===== src/rtl/piso_pkg.sv =====
// Shared types and helpers for the PISO serial transmitter.
// PAR state exists only when PISO_PARITY_EN is defined.
package piso_pkg;

`ifdef PISO_PARITY_EN
  typedef enum logic [1:0] {
    IDLE,
    SHIFT,
    PAR
  } state_e;
`else
  typedef enum logic [1:0] {
    IDLE,
    SHIFT
  } state_e;
`endif

  localparam int WIDTH_DEF = 8;
  localparam int CNT_W_DEF = $clog2(WIDTH_DEF);
  localparam int PAR_MAX_W = 64;

  // Zero-extension of narrower words leaves the XOR unchanged.
  function automatic logic parity_even(
    input logic [PAR_MAX_W-1:0] word
  );
    return ^word;
  endfunction

endpackage


===== src/rtl/piso_shift_reg.sv =====
// Load/shift register for the PISO transmitter.
// first_o is the head bit of din; next_o becomes head after one shift.
module piso_shift_reg #(
  parameter int WIDTH     = 8,
  parameter bit MSB_FIRST = 1'b1
) (
  input  logic             clk,
  input  logic             rst,
  input  logic             load,
  input  logic             shift,
  input  logic [WIDTH-1:0] din,
  output logic             first_o,
  output logic             next_o
);

  logic [WIDTH-1:0] data_q;
  logic [WIDTH-1:0] data_d;

  always_comb begin
    data_d = data_q;
    if (load) begin
      data_d = din;
    end else if (shift) begin
      if (MSB_FIRST) begin
        data_d = {data_q[WIDTH-2:0], 1'b0};
      end else begin
        data_d = {1'b0, data_q[WIDTH-1:1]};
      end
    end
  end

  always_ff @(posedge clk) begin
    if (rst) begin
      data_q <= '0;
    end else begin
      data_q <= data_d;
    end
  end

  assign first_o = MSB_FIRST ? din[WIDTH-1]    : din[0];
  assign next_o  = MSB_FIRST ? data_q[WIDTH-2] : data_q[1];

endmodule


===== src/rtl/piso_shift_tx.sv =====
// Parallel-in/serial-out transmitter with valid/ready load and frame strobe.
// Define PISO_PARITY_EN to append an even-parity bit to every frame.
module piso_shift_tx
  import piso_pkg::*;
#(
  parameter int WIDTH     = 8,
  parameter bit MSB_FIRST = 1'b1
) (
  input  logic             clk,
  input  logic             rst,
  input  logic [WIDTH-1:0] din,
  input  logic             load_valid,
  output logic             load_ready,
  output logic             sdo,
  output logic             sframe,
  output logic             done
);

  localparam int CNT_W = $clog2(WIDTH);
  localparam logic [CNT_W-1:0] CNT_MAX = CNT_W'(WIDTH - 1);

  state_e           state_q;
  state_e           state_d;
  logic [CNT_W-1:0] cnt_q;
  logic [CNT_W-1:0] cnt_d;
  logic             sdo_q;
  logic             sdo_d;
  logic             sframe_q;
  logic             sframe_d;
  logic             done_q;
  logic             done_d;

  logic accept;
  logic last_bit;
  logic sr_shift;
  logic first_bit;
  logic next_bit;

`ifdef PISO_PARITY_EN
  logic par_q;
  logic par_d;
`endif

  assign last_bit = (state_q == SHIFT) && (cnt_q == '0);

`ifdef PISO_PARITY_EN
  assign load_ready = (state_q == IDLE) || (state_q == PAR);
`else
  assign load_ready = (state_q == IDLE) || last_bit;
`endif

  assign accept   = load_valid & load_ready;
  assign sr_shift = (state_q == SHIFT) && (cnt_q != '0);

  piso_shift_reg #(
    .WIDTH     (WIDTH),
    .MSB_FIRST (MSB_FIRST)
  ) u_sreg (
    .clk     (clk),
    .rst     (rst),
    .load    (accept),
    .shift   (sr_shift),
    .din     (din),
    .first_o (first_bit),
    .next_o  (next_bit)
  );

  always_comb begin
    state_d  = state_q;
    cnt_d    = cnt_q;
    sdo_d    = 1'b0;
    sframe_d = 1'b0;
    done_d   = 1'b0;
`ifdef PISO_PARITY_EN
    par_d    = par_q;
`endif
    if (accept) begin
      // First bit goes straight to sdo; the register feeds the rest.
      state_d  = SHIFT;
      cnt_d    = CNT_MAX;
      sdo_d    = first_bit;
      sframe_d = 1'b1;
`ifdef PISO_PARITY_EN
      par_d    = parity_even(PAR_MAX_W'(din));
`endif
    end else begin
      unique case (state_q)
        IDLE: begin
          state_d = IDLE;
        end
        SHIFT: begin
          if (cnt_q != '0) begin
            cnt_d    = cnt_q - 1'b1;
            sdo_d    = next_bit;
            sframe_d = 1'b1;
`ifndef PISO_PARITY_EN
            done_d   = (cnt_q == CNT_W'(1));
`endif
          end else begin
`ifdef PISO_PARITY_EN
            state_d  = PAR;
            sdo_d    = par_q;
            sframe_d = 1'b1;
            done_d   = 1'b1;
`else
            state_d  = IDLE;
`endif
          end
        end
`ifdef PISO_PARITY_EN
        PAR: begin
          state_d = IDLE;
        end
`endif
        default: begin
          state_d = IDLE;
        end
      endcase
    end
  end

  always_ff @(posedge clk) begin
    if (rst) begin
      state_q  <= IDLE;
      cnt_q    <= '0;
      sdo_q    <= 1'b0;
      sframe_q <= 1'b0;
      done_q   <= 1'b0;
`ifdef PISO_PARITY_EN
      par_q    <= 1'b0;
`endif
    end else begin
      state_q  <= state_d;
      cnt_q    <= cnt_d;
      sdo_q    <= sdo_d;
      sframe_q <= sframe_d;
      done_q   <= done_d;
`ifdef PISO_PARITY_EN
      par_q    <= par_d;
`endif
    end
  end

  assign sdo    = sdo_q;
  assign sframe = sframe_q;
  assign done   = done_q;

endmodule

===== config.mk =====
export PLATFORM = sky130hd
export DESIGN_NAME = piso_shift_tx
export DESIGN_NICKNAME = d
export VERILOG_FILES = /design/src/rtl/piso_pkg.sv /design/src/rtl/piso_shift_reg.sv /design/src/rtl/piso_shift_tx.sv
export SDC_FILE = /design/constraint.sdc
export NUM_CORES = 1
export LEC_CHECK = 0
export ABC_AREA = 1
export CORE_MARGIN = 8
export CORE_UTILIZATION = 43
export CTS_BUF_LIST = sky130_fd_sc_hd__clkbuf_4
export CTS_CLUSTER_DIAMETER = 30
export DETAILED_ROUTE_END_ITERATION = 12
export GPL_ROUTABILITY_DRIVEN = 0
export HOLD_SLACK_MARGIN = 0.06
export PLACE_DENSITY = 0.79
export SLEW_MARGIN = 15
export SYNTH_ARGS = -nofsm -noshare
export SYNTH_HDL_FRONTEND = slang
export SYNTH_SLANG_ARGS = --single-unit

===== constraint.sdc =====
create_clock -name clk -period 1.6 [get_ports clk]
set_clock_uncertainty 0.05 [all_clocks]
set_input_delay 0.16 -clock clk [delete_from_list [all_inputs] [get_ports clk]]
set_output_delay 0.16 -clock clk [all_outputs]
set_load 0.005 [all_outputs]

==> impl_metrics.toml, run 1 <==
[floorplanning]
die_w_um = 56.4
pin_count = 15
rows = 14
core_region_area_mm2 = 0.00152
die-area_mm2 = 0.00318
initial_core_util_pct = 46.1
die_y_um = 56.4

[final_layout]
final_common_cell = "nand2_1"
synthToLayoutAreaGrowth_pct = 28.7
drive_gt1_share_pct = 25.2
antennaDiodeCount = 0
mostFrequentLayoutCells = "19 x nand2_1, 16 x nand3_1, 13 x dfxtp_1, 13 x clkdlybuf4s50_1"
nets = 122
fillers = 124

[clock_tree]
clk_path_buf_depth = 2
cts_root_buf = "clkbuf_4"
cts.hold.buffers_added = 0
cts_max_level = 1
numCtsBuffers = 3
cts_tree = "yes"
clk_pin_slew_ns = 0.09
cts_num_sinks = 14
clock_latency_ns = 0.27

[pwr]
power_mw = 0.786
switching_share_pct = 29.5
power_frac_seq_pct = 50.0
ir_drop_v = 0.000548
power.internal_mw = 0.554
p_comb_share_pct = 23.9
clkPwrFrac_pct = 26.1
power_switching_mw = 0.232
power-per-cell-area_mw_per_mm2 = 870
p_leak_nw = 0.416

[worst_setup_path]
crit_type = "register to output port"
worst_r2r_endpoint = "u_sreg.data_q[3]"
end_kind = "output port"
crit_path_start_kind = "register"
timing.rr.start = "cnt_q[0]"
cp_max_fo = 3
critPathRequiredTime_ns = 1.39
cp_data_arrival_time_ns = 1.24
worstRegToRegCells = 9
reg2reg_slack_ns = 0.26

[worst_hold_path]
hold_start = "din[0]"
hp-class = "input port to register"
whs_path_depth = 3
min_to = "u_sreg.data_q[0]"

[logic_synthesis]
avgSynthCellArea_um2 = 7.98
ys_ff_latch = 14
synth_nets = 102
syn_area_um2 = 702
yosys-top-cells-area = "dfxtp_1 40%, nand3_1 11%, nand2_1 10%, nand3_2 10%, ha_1 5.3%"
yosys.area.top_type = "dfxtp_1"
synth-seq-area-share_pct = 39.9
ys_types = 19
synth_top_area_share_pct = 39.9
yosysWarnings = 0
postSynthCellCount = 88

[global_routing]
track_usage_pct = 9.74
overflow = 0
grt_max_degree = 17
grt_pass1_vias = 642
grt_pass1_wl_mm = 2.58
antenna_found_initial = 0

[route]
wirelength_mm = 1.48
met2WireLength_um = 728
vias_per_cell = 5.05
via_count = 621
top_layer = "met4"
wl_per_cell_um = 12.0
drt_iter0_markers = 11
drtAntennaViolNets = 0
drc_errors = 0
route.met3.wl_um = 66
drtPass1Iterations = 4
met1_length_um = 658

[sta]
hold_violations = 0
rsz0062_at_grt = "false"
worst_pin_slew_ns = 0.307
drv_slew = 0
setup_violations = 0
finalCritPeriodShare_pct = 90.9
slew_headroom_pct = 79.5
finalCriticalPeriod_ns = 1.45
fin_tns_setup_ns = 0
fmax_mhz = 687

[placement]
port_buffers = 14
dp_hpwl_mm = 1.08

[status]
status = "completed"

[run]
maxCapViolations = 0
==> synthesized netlist by cell type <==
| master | instances |
|---|---|
| a21oi_1 | 2 |
| nand2_1 | 19 |
| ha_1 | 3 |
| nand4_1 | 1 |
| nor2_1 | 3 |
| inv_2 | 4 |
| buf_4 | 1 |
| inv_1 | 9 |
| nand2_2 | 1 |
| buf_8 | 1 |
| dfxtp_1 | 14 |
| nand2_4 | 1 |
| buf_2 | 1 |
| nand3_1 | 16 |
| a21oi_4 | 1 |
| nand3_2 | 7 |
| a21oi_2 | 1 |
| nor2_2 | 1 |
| o21ai_1 | 2 |
==> metrics by stage <==
| step | setup WS [ns] | hold slack (ns) | instances | area (µm²) | utilization (%) |
|---|---|---|---|---|---|
| 3_5_place_dp | 0.0680 | 0.408 | 117 | 850 | 55.7 |
| 2_1_floorplan | 0.301 | 0.172 | 88 | 702 | - |
| 5_1_grt | 0.0996 | 0.427 | 123 | 903 | 59.3 |
| 3_3_place_gp | 0.100 | 0.410 | 117 | 850 | 55.7 |
| 4_1_cts | 0.142 | 0.416 | 123 | 903 | 59.3 |
| 6_report | 0.145 | 0.415 | 123 | 903 | 59.3 |
==> registers in the layout, summed over array words and instances (netlist names) <==
register	cells
sframe	1
cnt_q	3
done	1
sdo	1
u_sreg.data_q	7
state_q	1
==> cell type report <==
type	instances	area, µm²	area share, %
clock inverters	1	3.75	0.416
repair buffers	18	169	18.7
multi-input cells	58	358	39.6
well taps	16	20.0	2.22
clock buffers	3	22.5	2.49
flip-flops and latches	14	282	31.2
inverters	13	48.8	5.40
==> cell families after synthesis <==
kind of cell,synth area share (%)
buffers and inverters,10.9
flip-flops,39.9
adder cells (fa/ha/maj),5.35
AO/OA/AOI/OAI,6.42
AND/OR/NAND/NOR,37.4
==> what timing repair did <==
item	CTS	global route
endpoints found under the setup margin	1	0
buffers inserted	2	0
gates resized for setup	6	0
==> worst max path at each step <==
stage,to,cells past startpoint,from
2_1_floorplan,u_sreg.data_q[1],9,cnt_q[0]
3_3_place_gp,load_ready,5,cnt_q[0]
3_5_place_dp,load_ready,5,cnt_q[0]
4_1_cts,load_ready,5,cnt_q[0]
5_1_grt,load_ready,5,cnt_q[0]
6_report,load_ready,5,cnt_q[0]
==> worst max-delay path: stages, from the launching register on <==
cell	delay, ns
dfxtp_2	0.35
inv_2	0.05
ha_4	0.17
nand2_2	0.10
nand2_4	0.05
dlygate4sd2_1	0.26
==> metal layers <==
metal  GRT usage (%)  vias to the layer above
li1                -                      320
met1            9.96                      284
met2            16.8                       13
met3            3.82                        4
met4            4.81                        0
met5               0                        -
==> power by group through the flow <==
stage          Clock (mW)  Sequential (mW)  Combinational, mW
2_1_floorplan           0            0.396              0.117
3_3_place_gp            0            0.397              0.167
3_5_place_dp            0            0.399              0.171
4_1_cts             0.207            0.393              0.187
5_1_grt             0.226            0.396              0.207
6_report            0.205            0.393              0.188
No activity file was read; power rests on OpenSTA's default activity.
==> inputs of run 2 (changes only) <==
--- a/config.mk
+++ b/config.mk
@@ -6,9 +6,8 @@
 export NUM_CORES = 1
 export LEC_CHECK = 0
 export ABC_AREA = 1
-export CORE_MARGIN = 8
 export CORE_UTILIZATION = 43
-export CTS_BUF_LIST = sky130_fd_sc_hd__clkbuf_4
+export CTS_BUF_LIST = sky130_fd_sc_hd__clkbuf_4 sky130_fd_sc_hd__clkbuf_8
 export CTS_CLUSTER_DIAMETER = 30
 export DETAILED_ROUTE_END_ITERATION = 12
 export GPL_ROUTABILITY_DRIVEN = 0
==> constraint.sdc (replaced) <==
create_clock -name clk -period 1.6 [get_ports clk]
set_clock_uncertainty 0.05 [all_clocks]
set_input_delay 0.24 -clock clk [delete_from_list [all_inputs] [get_ports clk]]
set_output_delay 0.24 -clock clk [all_outputs]
set_load 0.005 [all_outputs]
==> run 2 against run 1 <==
  * Design area increased by 2.2%
  * Die area is 43% lower
  * Final cell count is 0.81% higher
  * Core utilization rose by 1.3 points
  * Maximum frequency fell by 5.3%
  * Critical path type unchanged
  * Register-to-register slack lost 0.05 ns
  * Critical endpoint unchanged
  * Power rose by 6.9%
  * Hold slack improved by 0.032 ns
  * Global-route usage increased by 6.7 points
  * Largest power group unchanged
  * Via count grew 0.48%
  * Wire length decreased by 9.1%
==> impl_metrics.toml, run 2 (synthesis results as in run 1) <==
[status]
status = "completed"

[sta]
slew_headroom_pct = 79.0
setup_ws_ns = 0.0642
rsz0062_at_grt = "false"
drv_slew = 0
whs_ns = 0.446
fin_tns_setup_ns = 0
finalCriticalPeriod_ns = 1.54
setup_violations = 0
worst_pin_slew_ns = 0.314
fmax_mhz = 651
hold_violations = 0
finalCritPeriodShare_pct = 96.0

[clock_tree]
clock_latency_ns = 0.28
cts_max_level = 1
cts_root_buf = "clkbuf_4"
cts_tree = "yes"
clk_pin_slew_ns = 0.08
cts_num_sinks = 14
clk_path_buf_depth = 2
numCtsBuffers = 3

[worst_setup_path]
reg2reg_slack_ns = 0.21
worstRegToRegCells = 7
cp_data_arrival_time_ns = 1.25
worst_r2r_endpoint = "u_sreg.data_q[0]"
worstSetupEndpoint = "load_ready"
cp_cell_sequence = "inv_4, ha_4, nand2_2, nand2_4, dlygate4sd2_1"
crit_path_start_kind = "register"
timing.rr.start = "cnt_q[0]"
cp_max_fo = 4
crit_start = "cnt_q[0]"
end_kind = "output port"
critPathMaxStageDelay_ns = 0.36
crit_type = "register to output port"
crit_path_top_delay_cell = "dfxtp_2"
critPathRequiredTime_ns = 1.31

[pwr]
ir_drop_v = 0.000760
power_mw = 0.840
power-per-cell-area_mw_per_mm2 = 910
p_leak_nw = 0.427

[floorplanning]
initial_core_util_pct = 46.1
die-area_mm2 = 0.00180
pin_count = 15
rows = 14
die_w_um = 42.4
core_region_area_mm2 = 0.00152
die_y_um = 42.4

[route]
wl_per_cell_um = 10.8
drt_iter0_markers = 13
drtPass1Iterations = 4
drc_errors = 0
wirelength_mm = 1.34
drtAntennaViolNets = 0
vias_per_cell = 5.03
via_count = 624

[run]
maxCapViolations = 0

[worst_hold_path]
hp-class = "register to register"

[final_layout]
synthToLayoutAreaGrowth_pct = 31.6
fin_area_um2 = 923
postLayoutCoreUtil_pct = 60.6
antennaDiodeCount = 0
drive_gt1_share_pct = 26.9
final_cell_count_no_fill = 124
top_register = "u_sreg.data_q"
multi_input_area_um2 = 358
nets = 123
reg_top3 = "u_sreg.data_q (7), cnt_q (3)"
ff_latch_area_um2 = 282
largest_reg_flops = 7
mostFrequentLayoutCells = "19 x nand2_1, 16 x nand3_1, 13 x dfxtp_1, 13 x clkdlybuf4s50_1"
final_common_cell = "nand2_1"
fillers = 133

[placement]
dp_cells = 118
post-place-ws_ns = 0.0673
place_area_um2 = 857
dp_hpwl_um = 976
port_buffers = 14

[global_routing]
overflow = 0
grt_pass1_vias = 567
grt_pass1_wl_mm = 2.22
antenna_found_initial = 0
track_usage_pct = 16.5
grt_max_degree = 17
[run 2: what timing repair did]
action | in CTS | in global routing
gates resized for setup | 7 | 0
hold buffers | 0 | 0
setup endpoints to repair | 1 | 0
setup buffers | 2 | 0
[run 2: worst min-delay path by stage]
stage / slack (ns) / start / end / cells past startpoint
6_report: 0.45 / u_sreg.data_q[0] / u_sreg.data_q[0] / 2
5_1_grt: 0.48 / cnt_q[0] / cnt_q[0] / 2
4_1_cts: 0.44 / u_sreg.data_q[6] / sdo / 2
3_5_place_dp: 0.43 / u_sreg.data_q[6] / sdo / 2
3_3_place_gp: 0.41 / u_sreg.data_q[0] / u_sreg.data_q[0] / 2
2_1_floorplan: 0.25 / rst / u_sreg.data_q[0] / 1
[run 2: final cells by class]
cell class                 instances  area share [%]
clock buffer                       4            3.93
inverter                          13            5.56
sequential                        14            30.5
tap                               16            2.17
multi-input combinational         58            38.8
timing repair buffer              19            19.1
[run 2: worst max-delay path, delay by kind of cell (launching register included)]
| family | cells | cell delay, ns |
|---|---|---|
| flops | 1 | 0.36 |
| simple gates | 2 | 0.15 |
| buf+inv | 2 | 0.31 |
| fa+ha+maj | 1 | 0.15 |
[run 2: metal layers]
| layer | share of wire [%] | GRT usage [%] |
|---|---|---|
| met1 | 43 | 17.6 |
| met2 | 50 | 29.2 |
| met3 | 3.7 | 2.59 |
| met5 | 0 | 0 |
| met4 | 3.1 | 11.3 |
[run 2: where the power goes]
part	total, mW	switching, mW	leakage [nW]	internal (mW)
Combinational	0.189	0.0981	0.290	0.0909
Sequential	0.393	0.0178	0.116	0.375
Clock	0.258	0.119	0.0210	0.139
==> inputs of run 3 (changes only) <==
--- a/config.mk
+++ b/config.mk
@@ -12,7 +12,7 @@
 export DETAILED_ROUTE_END_ITERATION = 12
 export GPL_ROUTABILITY_DRIVEN = 0
 export HOLD_SLACK_MARGIN = 0.06
-export PLACE_DENSITY = 0.79
+export PLACE_DENSITY = 0.78
 export SLEW_MARGIN = 15
 export SYNTH_ARGS = -nofsm -noshare
 export SYNTH_HDL_FRONTEND = slang
==> run 3 against run 2 <==
  * Die area unchanged
  * Hold slack got worse by 0.026 ns
  * Clock power down 24%
  * Critical path depth is the same
  * Sequential share of layout area rose by 0.72 points
  * First-iteration DRC count rose by 15%
  * Register-to-register slack about the same
  * Flip-flop and latch count unchanged
  * Design area decreased by 2.3%
  * Global-route usage up 0.33 points
  * Via count is 2.2% lower
  * Final cell count decreased by 1.6%
==> impl_metrics.toml, run 3 (synthesis results as in run 1) <==
[floorplanning]
pin_count = 15
die_w_um = 42.4
initial_core_util_pct = 46.1
core_region_area_mm2 = 0.00152
die-area_mm2 = 0.00180
die_y_um = 42.4
rows = 14

[worst_hold_path]
whs_path_depth = 2
hp-class = "register to register"

[final_layout]
synthToLayoutAreaGrowth_pct = 28.5
largest_reg_flops = 7
drive_gt1_share_pct = 25.5
fin_area_um2 = 902
fillers = 148
mostFrequentLayoutCells = "19 x nand2_1, 16 x nand3_1, 13 x dfxtp_1, 13 x clkdlybuf4s50_1"
final_common_cell = "nand2_1"
reg_top3 = "u_sreg.data_q (7), cnt_q (3)"
nets = 122
antennaDiodeCount = 0
top_register = "u_sreg.data_q"

[global_routing]
grt_pass1_vias = 550
overflow = 0
grt_max_degree = 17
track_usage_pct = 16.8
grt_pass1_wl_mm = 2.25
antenna_found_initial = 0

[run]
maxCapViolations = 0

[sta]
setup_ws_ns = 0.0531
drv_slew = 0
setup_violations = 0
hold_violations = 0
finalCriticalPeriod_ns = 1.55
fin_tns_setup_ns = 0
slew_headroom_pct = 80.1
finalCritPeriodShare_pct = 96.7
worst_pin_slew_ns = 0.298
fmax_mhz = 646
rsz0062_at_grt = "false"

[status]
status = "completed"

[clock_tree]
clk_path_buf_depth = 2
cts_max_level = 1
cts_tree = "yes"
cts_num_sinks = 14
numCtsBuffers = 3
cts_root_buf = "clkbuf_4"
clk_pin_slew_ns = 0.08
clock_latency_ns = 0.28

[worst_setup_path]
end_kind = "output port"
worstRegToRegCells = 7
cp_max_fo = 4
cp_data_arrival_time_ns = 1.26
critPathRequiredTime_ns = 1.31
crit_type = "register to output port"
crit_path_start_kind = "register"

[route]
drtAntennaViolNets = 0
top_layer = "met4"
met2WireLength_um = 621
wirelength_mm = 1.33
met1_length_um = 628
vias_per_cell = 5.00
via_count = 610
wl_per_cell_um = 10.9
drtPass1Iterations = 4
drc_errors = 0
drt_iter0_markers = 15
route.met3.wl_um = 39

[pwr]
power-per-cell-area_mw_per_mm2 = 859
ir_drop_v = 0.000557
p_leak_nw = 0.415

[placement]
post-place-ws_ns = 0.0533
port_buffers = 14
dp_hpwl_um = 974
place_area_um2 = 857
[run 3: cell types whose count changed in the layout (fill, tap and decap cells not counted), sizes merged]
cell / change
buf: -1
clkbuf: -1
[run 3: power by group]
| group | internal (mW) | switching [mW] | total, mW |
|---|---|---|---|
| clock network | 0.0874 | 0.109 | 0.196 |
| logic | 0.0882 | 0.0970 | 0.185 |
| registers | 0.375 | 0.0179 | 0.393 |
[run 3: critical path, stage by stage, from the launching register on]
cell and delay [ns]:
dfxtp_2 0.36, inv_4 0.05, ha_4 0.15, nand2_2 0.10, nand2_4 0.05, dlygate4sd2_1 0.26
[run 3: cell type report]
cell class,count,area (µm²),area share [%]
flip-flops and latches,14,282,31.2
repair buffers,18,169,18.7
inverters,13,51.3,5.69
well taps,16,20.0,2.22
multi-input cells,58,358,39.7
clock buffers,3,22.5,2.50
[run 3: repair_timing]
| action | in CTS | in global routing |
|---|---|---|
| hold buffers | 0 | 0 |
| setup endpoints to repair | 1 | 0 |
| gates resized for setup | 7 | 0 |
| buffers inserted | 1 | 0 |
[run 3: per-layer routing]
layer  GRT usage [%]  vias up
met5               0        -
li1                -      320
met4            13.1        0
met2            24.6       10
met1            20.6      276
met3            4.31        4
[run 3: worst paths after layout]
kind | from | end | slack (ns)
setup / recovery | cnt_q[0] | load_ready | 0.05
hold / removal | u_sreg.data_q[0] | u_sreg.data_q[0] | 0.42
setup reg to reg | cnt_q[0] | u_sreg.data_q[0] | 0.21
hold reg to reg | u_sreg.data_q[0] | u_sreg.data_q[0] | 0.42
[run 3: through the flow]
step | hold WS, ns | cells | total power [mW] | util (%)
floorplan | 0.252 | 88 | 0.513 | -
global placement | 0.411 | 118 | 0.568 | 56.2
detailed placement | 0.414 | 118 | 0.575 | 56.2
CTS | 0.426 | 122 | 0.786 | 59.2
global route | 0.463 | 122 | 0.822 | 59.2
finish | 0.420 | 122 | 0.775 | 59.2
